[config.mk]
export PLATFORM = sky130hd
export DESIGN_NAME = voice_allocator
export DESIGN_NICKNAME = d
export VERILOG_FILES = /design/src/rtl/voice_allocator.sv
export SDC_FILE = /design/constraint.sdc
export NUM_CORES = 1
export LEC_CHECK = 0
export CAP_MARGIN = 25
export CORE_UTILIZATION = 40
export CTS_CLUSTER_SIZE = 8
export DETAILED_ROUTE_END_ITERATION = 10
export GPL_ROUTABILITY_DRIVEN = 0
export HOLD_SLACK_MARGIN = 0.05
export PLACE_DENSITY = 0.63
export SYNTH_ARGS = -nofsm -noshare
export SYNTH_HDL_FRONTEND = slang
export SYNTH_SLANG_ARGS = --single-unit
export TNS_END_PERCENT = 5
[constraint.sdc]
create_clock -name clk_in -period 5.3 [get_ports clk_in]
set_input_delay 1.06 -clock clk_in [delete_from_list [all_inputs] [get_ports clk_in]]
set_output_delay 1.06 -clock clk_in [all_outputs]
set_load 0.005 [all_outputs]
[src/rtl/voice_allocator.sv]
// voice_allocator
//   Three-voice note allocator with retrigger, lowest-free allocation,
//   oldest-voice stealing and per-voice stereo pan codes.
//
// Ports
//   clk_in        system clock, rising edge
//   rst_in        asynchronous active-high reset
//   note_valid    note event offered
//   note_ready    event accepted when high together with note_valid
//   note_on       1 = note-on, 0 = note-off
//   note_num      7-bit note number
//   pan_mode      00/11 both, 01 alternate, 10 fixed per voice
//   voice_active  {c, b, a} active bits
//   voice_note_x  note held by voice x (kept after note-off)
//   stereo_x      pan code of voice x: 01 right, 10 left, 11 both, 00 mute
//   steal_pulse   one-cycle pulse when an active voice is reassigned
//
// State   | meaning
// --------+--------------------------------------------------------------
// IDLE    | note_ready high, waiting for an event
// SEARCH  | pick the target voice and sample pan_mode
// COMMIT  | apply the update; outputs change on the edge leaving COMMIT
module voice_allocator #(
  parameter int AGE_W = 8
) (
  input  logic       clk_in,
  input  logic       rst_in,
  input  logic       note_valid,
  output logic       note_ready,
  input  logic       note_on,
  input  logic [6:0] note_num,
  input  logic [1:0] pan_mode,
  output logic [2:0] voice_active,
  output logic [6:0] voice_note_a,
  output logic [6:0] voice_note_b,
  output logic [6:0] voice_note_c,
  output logic [1:0] stereo_a,
  output logic [1:0] stereo_b,
  output logic [1:0] stereo_c,
  output logic       steal_pulse
);

  typedef enum logic [1:0] {IDLE, SEARCH, COMMIT} state_t;

  localparam logic [AGE_W-1:0] AGE_MAX = '1;
  localparam logic [AGE_W-1:0] AGE_ONE = {{(AGE_W-1){1'b0}}, 1'b1};

  state_t           state;
  logic [2:0]       active_r;
  logic [6:0]       note_r [3];
  logic [1:0]       pan_r  [3];
  logic [AGE_W-1:0] age_r  [3];
  logic             toggle_r;

  // Latched event and the decision taken in SEARCH
  logic       note_on_q;
  logic [6:0] note_q;
  logic [1:0] tgt_q;
  logic       hit_q;
  logic       steal_q;
  logic [1:0] code_q;

  logic       hit;
  logic [1:0] hit_idx;
  logic       free_any;
  logic [1:0] free_idx;
  logic [1:0] old_idx;
  logic [1:0] tgt;
  logic [1:0] code;

  // Descending scans leave the lowest matching index in hit_idx/free_idx;
  // the strict compare keeps the lowest index on equal ages.
  always_comb begin
    hit      = 1'b0;
    hit_idx  = 2'd0;
    free_any = 1'b0;
    free_idx = 2'd0;
    old_idx  = 2'd0;
    for (int i = 2; i >= 0; i--) begin
      if (active_r[i] && (note_r[i] == note_q)) begin
        hit     = 1'b1;
        hit_idx = 2'(i);
      end
      if (!active_r[i]) begin
        free_any = 1'b1;
        free_idx = 2'(i);
      end
    end
    for (int i = 1; i < 3; i++) begin
      if (age_r[i] > age_r[old_idx]) old_idx = 2'(i);
    end

    if (!note_on_q || hit) tgt = hit_idx;
    else if (free_any)     tgt = free_idx;
    else                   tgt = old_idx;

    case (pan_mode)
      2'b01:   code = toggle_r ? 2'b01 : 2'b10;
      2'b10: begin
        case (tgt)
          2'd0:    code = 2'b10;
          2'd1:    code = 2'b11;
          default: code = 2'b01;
        endcase
      end
      default: code = 2'b11;
    endcase
  end

  always_ff @(posedge clk_in or posedge rst_in) begin
    if (rst_in) begin
      state       <= IDLE;
      note_ready  <= 1'b0;
      steal_pulse <= 1'b0;
      active_r    <= 3'b000;
      toggle_r    <= 1'b0;
      note_on_q   <= 1'b0;
      note_q      <= 7'd0;
      tgt_q       <= 2'd0;
      hit_q       <= 1'b0;
      steal_q     <= 1'b0;
      code_q      <= 2'b00;
      for (int i = 0; i < 3; i++) begin
        note_r[i] <= 7'd0;
        pan_r[i]  <= 2'b00;
        age_r[i]  <= '0;
      end
    end else begin
      case (state)
        IDLE: begin
          steal_pulse <= 1'b0;
          if (note_valid && note_ready) begin
            note_on_q  <= note_on;
            note_q     <= note_num;
            note_ready <= 1'b0;
            state      <= SEARCH;
          end else begin
            note_ready <= 1'b1;
          end
        end
        SEARCH: begin
          steal_pulse <= 1'b0;
          tgt_q       <= tgt;
          hit_q       <= hit;
          steal_q     <= note_on_q && !hit && !free_any;
          code_q      <= code;
          state       <= COMMIT;
        end
        COMMIT: begin
          if (note_on_q) begin
            for (int i = 0; i < 3; i++) begin
              if (2'(i) == tgt_q)
                age_r[i] <= '0;
              else if (active_r[i] && (age_r[i] != AGE_MAX))
                age_r[i] <= age_r[i] + AGE_ONE;
            end
            active_r[tgt_q] <= 1'b1;
            note_r[tgt_q]   <= note_q;
            // A retrigger keeps its pan code and does not advance the toggle.
            if (!hit_q) begin
              pan_r[tgt_q] <= code_q;
              toggle_r     <= ~toggle_r;
            end
            steal_pulse <= steal_q;
          end else if (hit_q) begin
            active_r[tgt_q] <= 1'b0;
            pan_r[tgt_q]    <= 2'b00;
            steal_pulse     <= 1'b0;
          end else begin
            steal_pulse <= 1'b0;
          end
          note_ready <= 1'b1;
          state      <= IDLE;
        end
        default: begin
          steal_pulse <= 1'b0;
          note_ready  <= 1'b0;
          state       <= IDLE;
        end
      endcase
    end
  end

  assign voice_active = active_r;
  assign voice_note_a = note_r[0];
  assign voice_note_b = note_r[1];
  assign voice_note_c = note_r[2];
  assign stereo_a     = active_r[0] ? pan_r[0] : 2'b00;
  assign stereo_b     = active_r[1] ? pan_r[1] : 2'b00;
  assign stereo_c     = active_r[2] ? pan_r[2] : 2'b00;

endmodule
Word-level counts from Yosys, hierarchy flattened
Index checks and enable logic that the tools add are counted.
{"block": "classes", "div": 0, "mul": 0, "n_mux": 50, "magnitude_cmp": 7, "addsub": 3, "shift": 0, "n_bitwise": 9, "n_reduce_logical": 30, "eq_ne": 15}
{"operator": "2-to-1 mux 8 bit", "count": 8}
{"operator": "2-to-1 mux 2 bit", "count": 15}
{"operator": "adder 8 x 1 -> 8 bit, second input constant", "count": 3}
{"operator": "inequality test 8 bit, second input constant", "count": 3}
{"operator": "bitwise mux 21 bit", "count": 1}
{"operator": "equality test 7 bit", "count": 3}
{"operator": "2-to-1 mux 6 bit", "count": 3}
{"operator": "binary-select mux 8 bit (select 2 bit)", "count": 1}
{"operator": "> comparator 8 bit", "count": 2}
{"operator": "AND reduction 3 bit", "count": 5}
{"operator": "demux 7 bit (select 2 bit)", "count": 1}
{"operator": "one-hot mux 2 bit (2 select lines)", "count": 3}
{"operator": "logical AND 1 bit", "count": 11}
{"operator": "2-to-1 mux 1 bit", "count": 11}
{"operator": "nonzero test 2 bit", "count": 4}
{"operator": "2-to-1 mux 7 bit", "count": 1}
{"operator": "bitwise AND 6 bit", "count": 1}
{"operator": "bitwise mux 6 bit", "count": 1}
{"operator": "equality test 2 x 1 -> 1 bit, second input constant", "count": 3}
{"operator": "greater-or-equal comparator 3 bit, second input constant", "count": 2}
{"operator": "zero test 2 bit", "count": 3}
{"operator": "2-to-1 mux 3 bit", "count": 2}
{"operator": "inverter 2 -> 3 bit", "count": 2}
{"operator": "inverter 6 bit", "count": 1}
{"operator": "17 further kinds", "count": 24}
{"block": "word_totals", "output_inout_bits": 32, "register_bits": 73, "elab_cells": 134, "rom_bits": 0, "latch_bits": 0, "input_bits": 13, "mem_bits_rw": 0, "n_memories": 0}

Depth between registers and ports, before layout
Gate-level depths: netlist of run 1.
{"block": "depth", "depth_word": 13, "ltp_mapped": 17, "ltp_nobuf": 16}

Worst setup path after synthesis of run 1
OpenSTA, ideal clock, no wires.
{"block": "synth_path", "path_kind": "reg2reg", "start": "reg age_r[9] in the netlist's numbering", "end": "reg code_q[1]", "setup_slack_ns": 2.117, "required_time_ns": 5.168, "path_buffers": 1, "path_stages_with_launch": 16, "period_less_slack_ns": 3.183, "setup_time_ns": 0.132, "arrival_ns": 3.051, "cell_sequence": "dfrtp_1 > ha_1 > nor2b_1 > o211ai_1 > a21oi_1 > o22ai_1 > buf_1 > mux2i_1 > ha_1 > nor2b_1 > o211ai_1 > a21oi_1 > o21ai_0 > a221o_1 > a221oi_2 > o21ai_1"}
{"block": "synth_between", "elab_chain_cells": 13, "elab_cells_between_ends": 14, "classes_between": "order compare (2); eq/ne (1); mux (9); bitwise (1); reduce/logical (1)"}
{"element": "start, declared", "line_no": "52", "text": "logic [AGE_W-1:0] age_r [3];"}
{"element": "start signal, assigned by index", "line_no": "155", "text": "age_r[i] <= age_r[i] + AGE_ONE;"}
{"element": "> comparator 8 bit", "line_no": "90", "text": "if (age_r[i] > age_r[old_idx]) old_idx = 2'(i);"}
{"element": "2-to-1 mux 1 bit", "line_no": "90"}
{"element": "inverter 2 -> 3 bit (implied by the code)", "line_no": "90"}
{"element": "binary-select mux 8 bit (select 2 bit)", "line_no": "90"}
{"element": "2-to-1 mux 8 bit (implied by the code) (2 in series)", "line_no": "90"}
{"element": "> comparator 8 bit", "line_no": "90"}
{"element": "2-to-1 mux 2 bit *", "line_no": "90"}
{"element": "2-to-1 mux 2 bit *", "line_no": "94", "text": "else if (free_any) tgt = free_idx;"}
{"element": "2-to-1 mux 2 bit *", "line_no": "93", "text": "if (!note_on_q || hit) tgt = hit_idx;"}
{"element": "equality test 2 x 1 -> 1 bit / zero test 2 bit (equally long branches)", "line_no": "100", "text": "case (tgt)"}
{"element": "one-hot mux 2 bit (2 select lines) *", "line_no": "100"}
{"element": "one-hot mux 2 bit (2 select lines) *", "line_no": "97", "text": "case (pan_mode)"}
{"element": "end signal, assigned", "line_no": "146", "text": "code_q <= code;"}
{"element": "end, declared", "line_no": "61", "text": "logic [1:0] code_q;"}
Every way passes the cells marked *; elsewhere a longest branch is shown, timed or not. The select of a mux whose other input is x is not followed.
A chain may end at the register's enable or synchronous reset.

Worst setup path in the final report of run 1
Ends and elaborated chain as after synthesis.

==> flow_metrics.env, run 1 <==
export IMPL_status="finished, final reports clean"
export IMPL_n_fill_cell=921
export IMPL_n_antenna_cell=0
export IMPL_crit_fanout=10
export IMPL_final_core_util=0.494
export IMPL_power_density_mw_per_mm2=401
export IMPL_hold_path_startpoint="pan_r[2]$_DFFE_PP0P_"
export IMPL_clockBufferDepth=2
export IMPL_num_vias=2838
export IMPL_die_area_mm2=0.0104
export IMPL_die_w_um=102
export IMPL_clkSinkCount=73
export IMPL_r2r_start="age_r[9]$_DFFE_PP0P_"
export IMPL_regArea_mm2=0.00183
export IMPL_fin_cells=556
export IMPL_skew_ns=0.0123
export IMPL_grt_total_usage=0.187
export IMPL_htree_levels=3
export IMPL_finalSetupTns_ns=0
export IMPL_routedWlPerCell_um=15.5
export IMPL_placed_cells=540
export IMPL_rsz0062_at_grt="no"
export IMPL_drt_pass1_iterations=4
export IMPL_hpwl_um=6400
export IMPL_antenna_found_initial=0
export IMPL_final_nets=454
export IMPL_drc=0
export IMPL_hold_viol=0
export IMPL_ys_flop_type="dfrtp_1"
export IMPL_drt_initial_drc_count=148
export IMPL_cp_startpoint="age_r[9]$_DFFE_PP0P_"
export IMPL_crit_path_start_kind="register"
export IMPL_yosys_area_share_simple=0.152
export IMPL_cts_tree="done"
export IMPL_avgSynthCellArea_um2=10.7
export IMPL_start_util=0.410
export IMPL_synth_xor_xnor_area_share=0.0834
export IMPL_period_share=0.714
export IMPL_clk_latency_ns=0.35
export IMPL_setup_violations_final=0
export IMPL_clockRootBuffer="clkbuf_8"
export IMPL_synth_edf_count=0
export IMPL_max_vdd_ir_drop_mv=0.267
export IMPL_tightest_slew_ns=0.972
export IMPL_required_ns=5.53
export IMPL_die_y_um=102
export IMPL_multiInputGateArea_mm2=0.00202
export IMPL_r2r_slack_ns=1.52
export IMPL_power_mw=1.93
export IMPL_postCtsHoldBufs=0
export IMPL_synth_fa_ha_area_frac=0.0721
export IMPL_fin_crit_ns=3.78
export IMPL_drv_slew=0
export IMPL_rows=36
export IMPL_numCtsBuffers=9
export IMPL_post_cts_setup_buffers=0
export IMPL_first_global_vias=2987
export IMPL_yosys_register_bits=73
export IMPL_synth_top_family_by_area="simple AND/OR/NAND/NOR gates"
export IMPL_yosysTopAreaCell="dfrtp_1"
export IMPL_maxCapViolCount=0
export IMPL_grt_max_degree=40
export IMPL_ys_top_cells_by_area="dfrtp_1 46%, mux2_2 9.9%, ha_1 7.2%"
export IMPL_power_leakage_nw=2.14
export IMPL_endpoint_kind="register"
export IMPL_synthMuxAreaShare=0.119
export IMPL_syn_nets=408
export IMPL_min_path_type="register to register"
export IMPL_critPathKind="register to register"
export IMPL_syn_area_mm2=0.00399
export IMPL_ant_nets=0
export IMPL_synthCells=372
export IMPL_grt_pass1_wl_um=14700
export IMPL_io_buffers=44
export IMPL_path_clk_slew_ns=0.08
export IMPL_synth_seq_area_share=0.458
export IMPL_num_io_pins=45
export IMPL_synth_distinct_cells=43
export IMPL_cts_resized=0
export IMPL_overflow=0
export IMPL_critPathArrivalTime_ns=4.01
export IMPL_drive_gt1_frac=0.151
export IMPL_async_flop_share=1.00
export IMPL_relSlewSlack=0.352
export IMPL_fmax_mhz=264
export IMPL_synth_warnings=0
export IMPL_coreArea_mm2=0.00973
export IMPL_synth_compound_gate_area_share=0.0796
export IMPL_wl_um=8620
export IMPL_via_per_inst=5.10
export IMPL_synth_top_area_frac=0.458
export IMPL_holdWs_ns=0.501
export IMPL_syn2layout_area_growth_pct=20.4
cell usage after synthesis, types with 2 or more instances:
master / count
nand2b_1: 6
ha_1: 23
nor2_1: 30
nor3b_1: 2
inv_1: 18
a31oi_1: 2
nand2_1: 31
buf_4: 2
o211ai_1: 2
dfrtp_1: 73
nor2b_1: 4
or3_1: 3
and3_1: 6
xor2_1: 16
xnor2_1: 22
nand3_1: 4
nor4_2: 2
o21ai_0: 17
nor3_1: 4
and2_1: 9
o21ai_1: 2
buf_6: 2
mux2_2: 35
buf_2: 6
clkbuf_1: 2
nand4_1: 13
mux2i_1: 8
a32o_1: 3
a21oi_1: 11
layer usage:
metal | vias to the layer above | GRT usage | routed length, um
li1 | 1394 | - | -
met1 | 1371 | 0.244 | 3980
met2 | 64 | 0.311 | 4200
met3 | 9 | 0.0431 | 345
met4 | 0 | 0.0549 | 91
met5 | - | 0 | 0
stage by stage:
stage / area, um2 / worst slack (ns)
floorplan: 3990 / 2.12
global placement: 4540 / 1.68
detailed placement: 4550 / 1.55
CTS: 4810 / 1.53
global route: 4810 / 1.23
finish: 4810 / 1.52
layout by cell type (no fill, tap or decap), drive strengths merged, types with 5 or more instances in the layout:
master	netlist	layout
mux2	35	35
o21ai	19	19
and3	6	6
nand2b	6	6
dfrtp	73	73
xnor2	22	22
nor3	5	5
inv	18	18
mux2i	8	8
clkbuf	2	10
nand4	13	13
nor2	30	30
xor2	16	16
nand2	31	31
ha	23	23
clkdlybuf4s50	0	44
a21oi	11	11
and2	9	9
area by class of cell:
type,count,area share
Clock buffer,10,0.0286
Sequential cell,73,0.380
Multi-Input combinational cell,268,0.420
Timing Repair Buffer,48,0.0987
Clock inverter,6,0.0240
Tap cell,133,0.0346
Inverter,18,0.0141
cell families after synthesis:
group | Yosys count
buffers and inverters | 31
adders and majority gates | 23
AOI/OAI and AO/OA | 46
xor gates and xnor gates | 38
muxes | 43
and+or+nand+nor | 118
DFF | 73
worst max-delay path: stages (launching register included):
cell,delay [ns]
dfrtp_1,0.46
ha_1,0.34
nor2b_1,0.13
o211ai_1,0.14
a21oi_1,0.08
o22ai_1,0.75
mux2i_1,0.20
ha_1,0.34
nor2b_1,0.13
o211ai_1,0.09
a21oi_1,0.13
o21ai_0,0.13
a221o_1,0.40
a221oi_2,0.25
o21ai_1,0.08
final timing paths:
kind | end | depth (start not counted)
worst max-delay path | code_q[1]$_DFFE_PP0N_ | 14
worst min-delay path | pan_r[2]$_DFFE_PP0P_ | 1
worst max register to register | code_q[1]$_DFFE_PP0N_ | 14
worst min register to register | pan_r[2]$_DFFE_PP0P_ | 1
max in group asynchronous | asynchronous set/reset pin | 3
min in group asynchronous | note_q[3]$_DFFE_PP0P_ | 2
flip-flops by register name, indices dropped and copies added, names as in the netlist, named ones only:
signal and cells:
pan_r 6, state 2, voice_note_c 7, age_r 24, steal_q 1, steal_pulse 1
code_q 2, note_on_q 1, voice_note_b 7, note_ready 1, tgt_q 2, note_q 7
voice_note_a 7, hit_q 1, toggle_r 1
where the power goes:
group	internal, mW	switching (mW)	leakage [nW]	total, mW
clock	0.327	0.215	0.123	0.542
combinational	0.323	0.218	1.05	0.540
sequential	0.676	0.168	0.972	0.844
total	1.33	0.601	2.14	1.93
(Power assumes the default switching activity.)
==> run 2, diff against run 1 <==
--- a/config.mk
+++ b/config.mk
@@ -11,7 +11,7 @@
 export DETAILED_ROUTE_END_ITERATION = 10
 export GPL_ROUTABILITY_DRIVEN = 0
 export HOLD_SLACK_MARGIN = 0.05
-export PLACE_DENSITY = 0.63
+export PLACE_DENSITY = 0.65
 export SYNTH_ARGS = -nofsm -noshare
 export SYNTH_HDL_FRONTEND = slang
 export SYNTH_SLANG_ARGS = --single-unit
==> constraint.sdc (replaced) <==
create_clock -name clk_in -period 3.3 [get_ports clk_in]
set_input_delay 0.66 -clock clk_in [delete_from_list [all_inputs] [get_ports clk_in]]
set_output_delay 0.66 -clock clk_in [all_outputs]
set_load 0.005 [all_outputs]
==> flow_metrics.env, run 2 (synthesized netlist as in run 1, its figures left out) <==
export IMPL_numCtsBuffers=9
export IMPL_overflow=0
export IMPL_rows=36
export IMPL_layout_commonest_cell="dfrtp_1"
export IMPL_cts_tree="done"
export IMPL_power_density_mw_per_mm2=618
export IMPL_first_global_vias=2979
export IMPL_path_clk_slew_ns=0.09
export IMPL_clockRootBuffer="clkbuf_8"
export IMPL_crit_path_start_kind="register"
export IMPL_regMostFlops="age_r"
export IMPL_num_vias=2899
export IMPL_io_buffers=44
export IMPL_relSlewSlack=0.560
export IMPL_min_path_type="register to register"
export IMPL_required_ns=3.53
export IMPL_placed_cell_area_mm2=0.00463
export IMPL_status="finished, final reports clean"
export IMPL_die_area_mm2=0.0104
export IMPL_fin_cells=568
export IMPL_wl_um=8910
export IMPL_postLayoutCellArea_mm2=0.00488
export IMPL_drt_initial_drc_count=116
export IMPL_clkSinkCount=73
export IMPL_place_ws_ns=0.185
export IMPL_endpoint_kind="register"
export IMPL_min_delay_path_depth=2
export IMPL_clk_latency_ns=0.35
export IMPL_drv_slew=0
export IMPL_drc=0
export IMPL_power_leakage_nw=2.19
export IMPL_critPathKind="register to register"
export IMPL_placed_cells=549
export IMPL_coreArea_mm2=0.00973
export IMPL_antenna_found_initial=0
export IMPL_grt_max_degree=44
export IMPL_via_per_inst=5.10
export IMPL_final_nets=466
export IMPL_fin_crit_ns=3.13
export IMPL_fmax_mhz=319
export IMPL_syn2layout_area_growth_pct=22.2
export IMPL_grt_pass1_wl_um=14700
export IMPL_tightest_slew_ns=0.659
export IMPL_grt_total_usage=0.187
export IMPL_hold_viol=0
export IMPL_drt_pass1_iterations=4
export IMPL_die_w_um=102
export IMPL_num_io_pins=45
export IMPL_start_util=0.410
export IMPL_ant_nets=0
export IMPL_maxCapViolCount=0
export IMPL_setup_violations_final=0
export IMPL_n_fill_cell=913
export IMPL_critPathArrivalTime_ns=3.37
export IMPL_htree_levels=3
export IMPL_crit_fanout=5
export IMPL_clockBufferDepth=2
export IMPL_drive_gt1_frac=0.182
export IMPL_rr_worst_depth=15
export IMPL_routedWlPerCell_um=15.7
export IMPL_max_vdd_ir_drop_mv=0.390
export IMPL_skew_ns=0.0147
export IMPL_most_common_layout_cells="71 x dfrtp_1, 44 x clkdlybuf4s50_1, 35 x mux2_2, 31 x nand2_1, 30 x nor2_1"
export IMPL_holdWs_ns=0.490
export IMPL_postCtsHoldBufs=0
export IMPL_setup_ws_ns=0.167
export IMPL_period_share=0.949
export IMPL_largest_reg_flops=24
export IMPL_n_antenna_cell=0
export IMPL_hpwl_um=6590
export IMPL_die_y_um=102
## run 2: cell count changes in the layout (fill, tap and decap cells not counted), sizes merged
cell | before | now
clkinv | 2 | 4
bufinv | 3 | 1
inv | 18 | 19
clkinvlp | 1 | 0
buf | 4 | 16
## run 2: power breakdown
group	switching [mW]	internal, mW	total, mW
clock network	0.366	0.380	0.746
registers	0.266	1.09	1.35
logic	0.372	0.544	0.916
total	1.00	2.01	3.01
## run 2: per-layer routing
layer / wire, um / vias to the layer above / global-route usage / share of wire
met5: 0 / - / 0 / 0
met4: 76 / 0 / 0.0484 / 0.0085
met3: 330 / 9 / 0.0390 / 0.037
met2: 4440 / 53 / 0.321 / 0.50
met1: 4070 / 1428 / 0.241 / 0.46
li1: - / 1409 / - / -
## run 2: final timing paths
path                                  startpoint  slack (ns)                     endpoint
max                        age_r[22]$_DFFE_PP0P_        0.17        code_q[1]$_DFFE_PP0N_
min                        code_q[1]$_DFFE_PP0N_        0.49        code_q[1]$_DFFE_PP0N_
max reg2reg                age_r[22]$_DFFE_PP0P_        0.17        code_q[1]$_DFFE_PP0N_
min reg2reg                code_q[1]$_DFFE_PP0N_        0.49        code_q[1]$_DFFE_PP0N_
max in group asynchronous                 rst_in        1.90        age_r[21]$_DFFE_PP0P_
min in group asynchronous                 rst_in        0.71  voice_note_a[4]$_DFFE_PP0P_
## run 2: what timing repair did
item / in CTS / in global routing
endpoints found under the hold margin: 0 / 0
endpoints found under the setup margin: 0 / 1
resized for setup: 0 / 6
buffers inserted: 0 / 2
## run 2: cell type report
class / count / area (um2) / area share
multi-input combinational: 268 / 2020 / 0.415
timing repair buffer: 60 / 574 / 0.118
clock inverter: 6 / 76.3 / 0.0157
clock buffer: 10 / 138 / 0.0282
tap: 133 / 166 / 0.0341
sequential: 73 / 1830 / 0.375
inverter: 18 / 67.6 / 0.0139
## run 2: worst max-delay path, stage by stage (launching register included)
cell      delay (ns)
dfrtp_1         0.40
inv_1           0.11
ha_1            0.30
nand4_1         0.14
a21oi_1         0.18
o22ai_2         0.12
buf_2           0.17
mux2i_1         0.12
ha_1            0.29
nor2b_1         0.14
o211ai_1        0.09
a21oi_1         0.12
o21ai_0         0.13
a221o_1         0.37
a221oi_2        0.25
o21ai_1         0.08
## run 2: metrics by stage
stage | TNS (ns) | util | total power, mW
after floorplan | 0 | - | 1.93
after global placement | 0 | 0.476 | 2.24
after detailed placement | 0 | 0.476 | 2.27
after CTS | 0 | 0.498 | 3.01
after global routing | -0.00914 | 0.501 | 3.19
final | 0 | 0.501 | 3.01
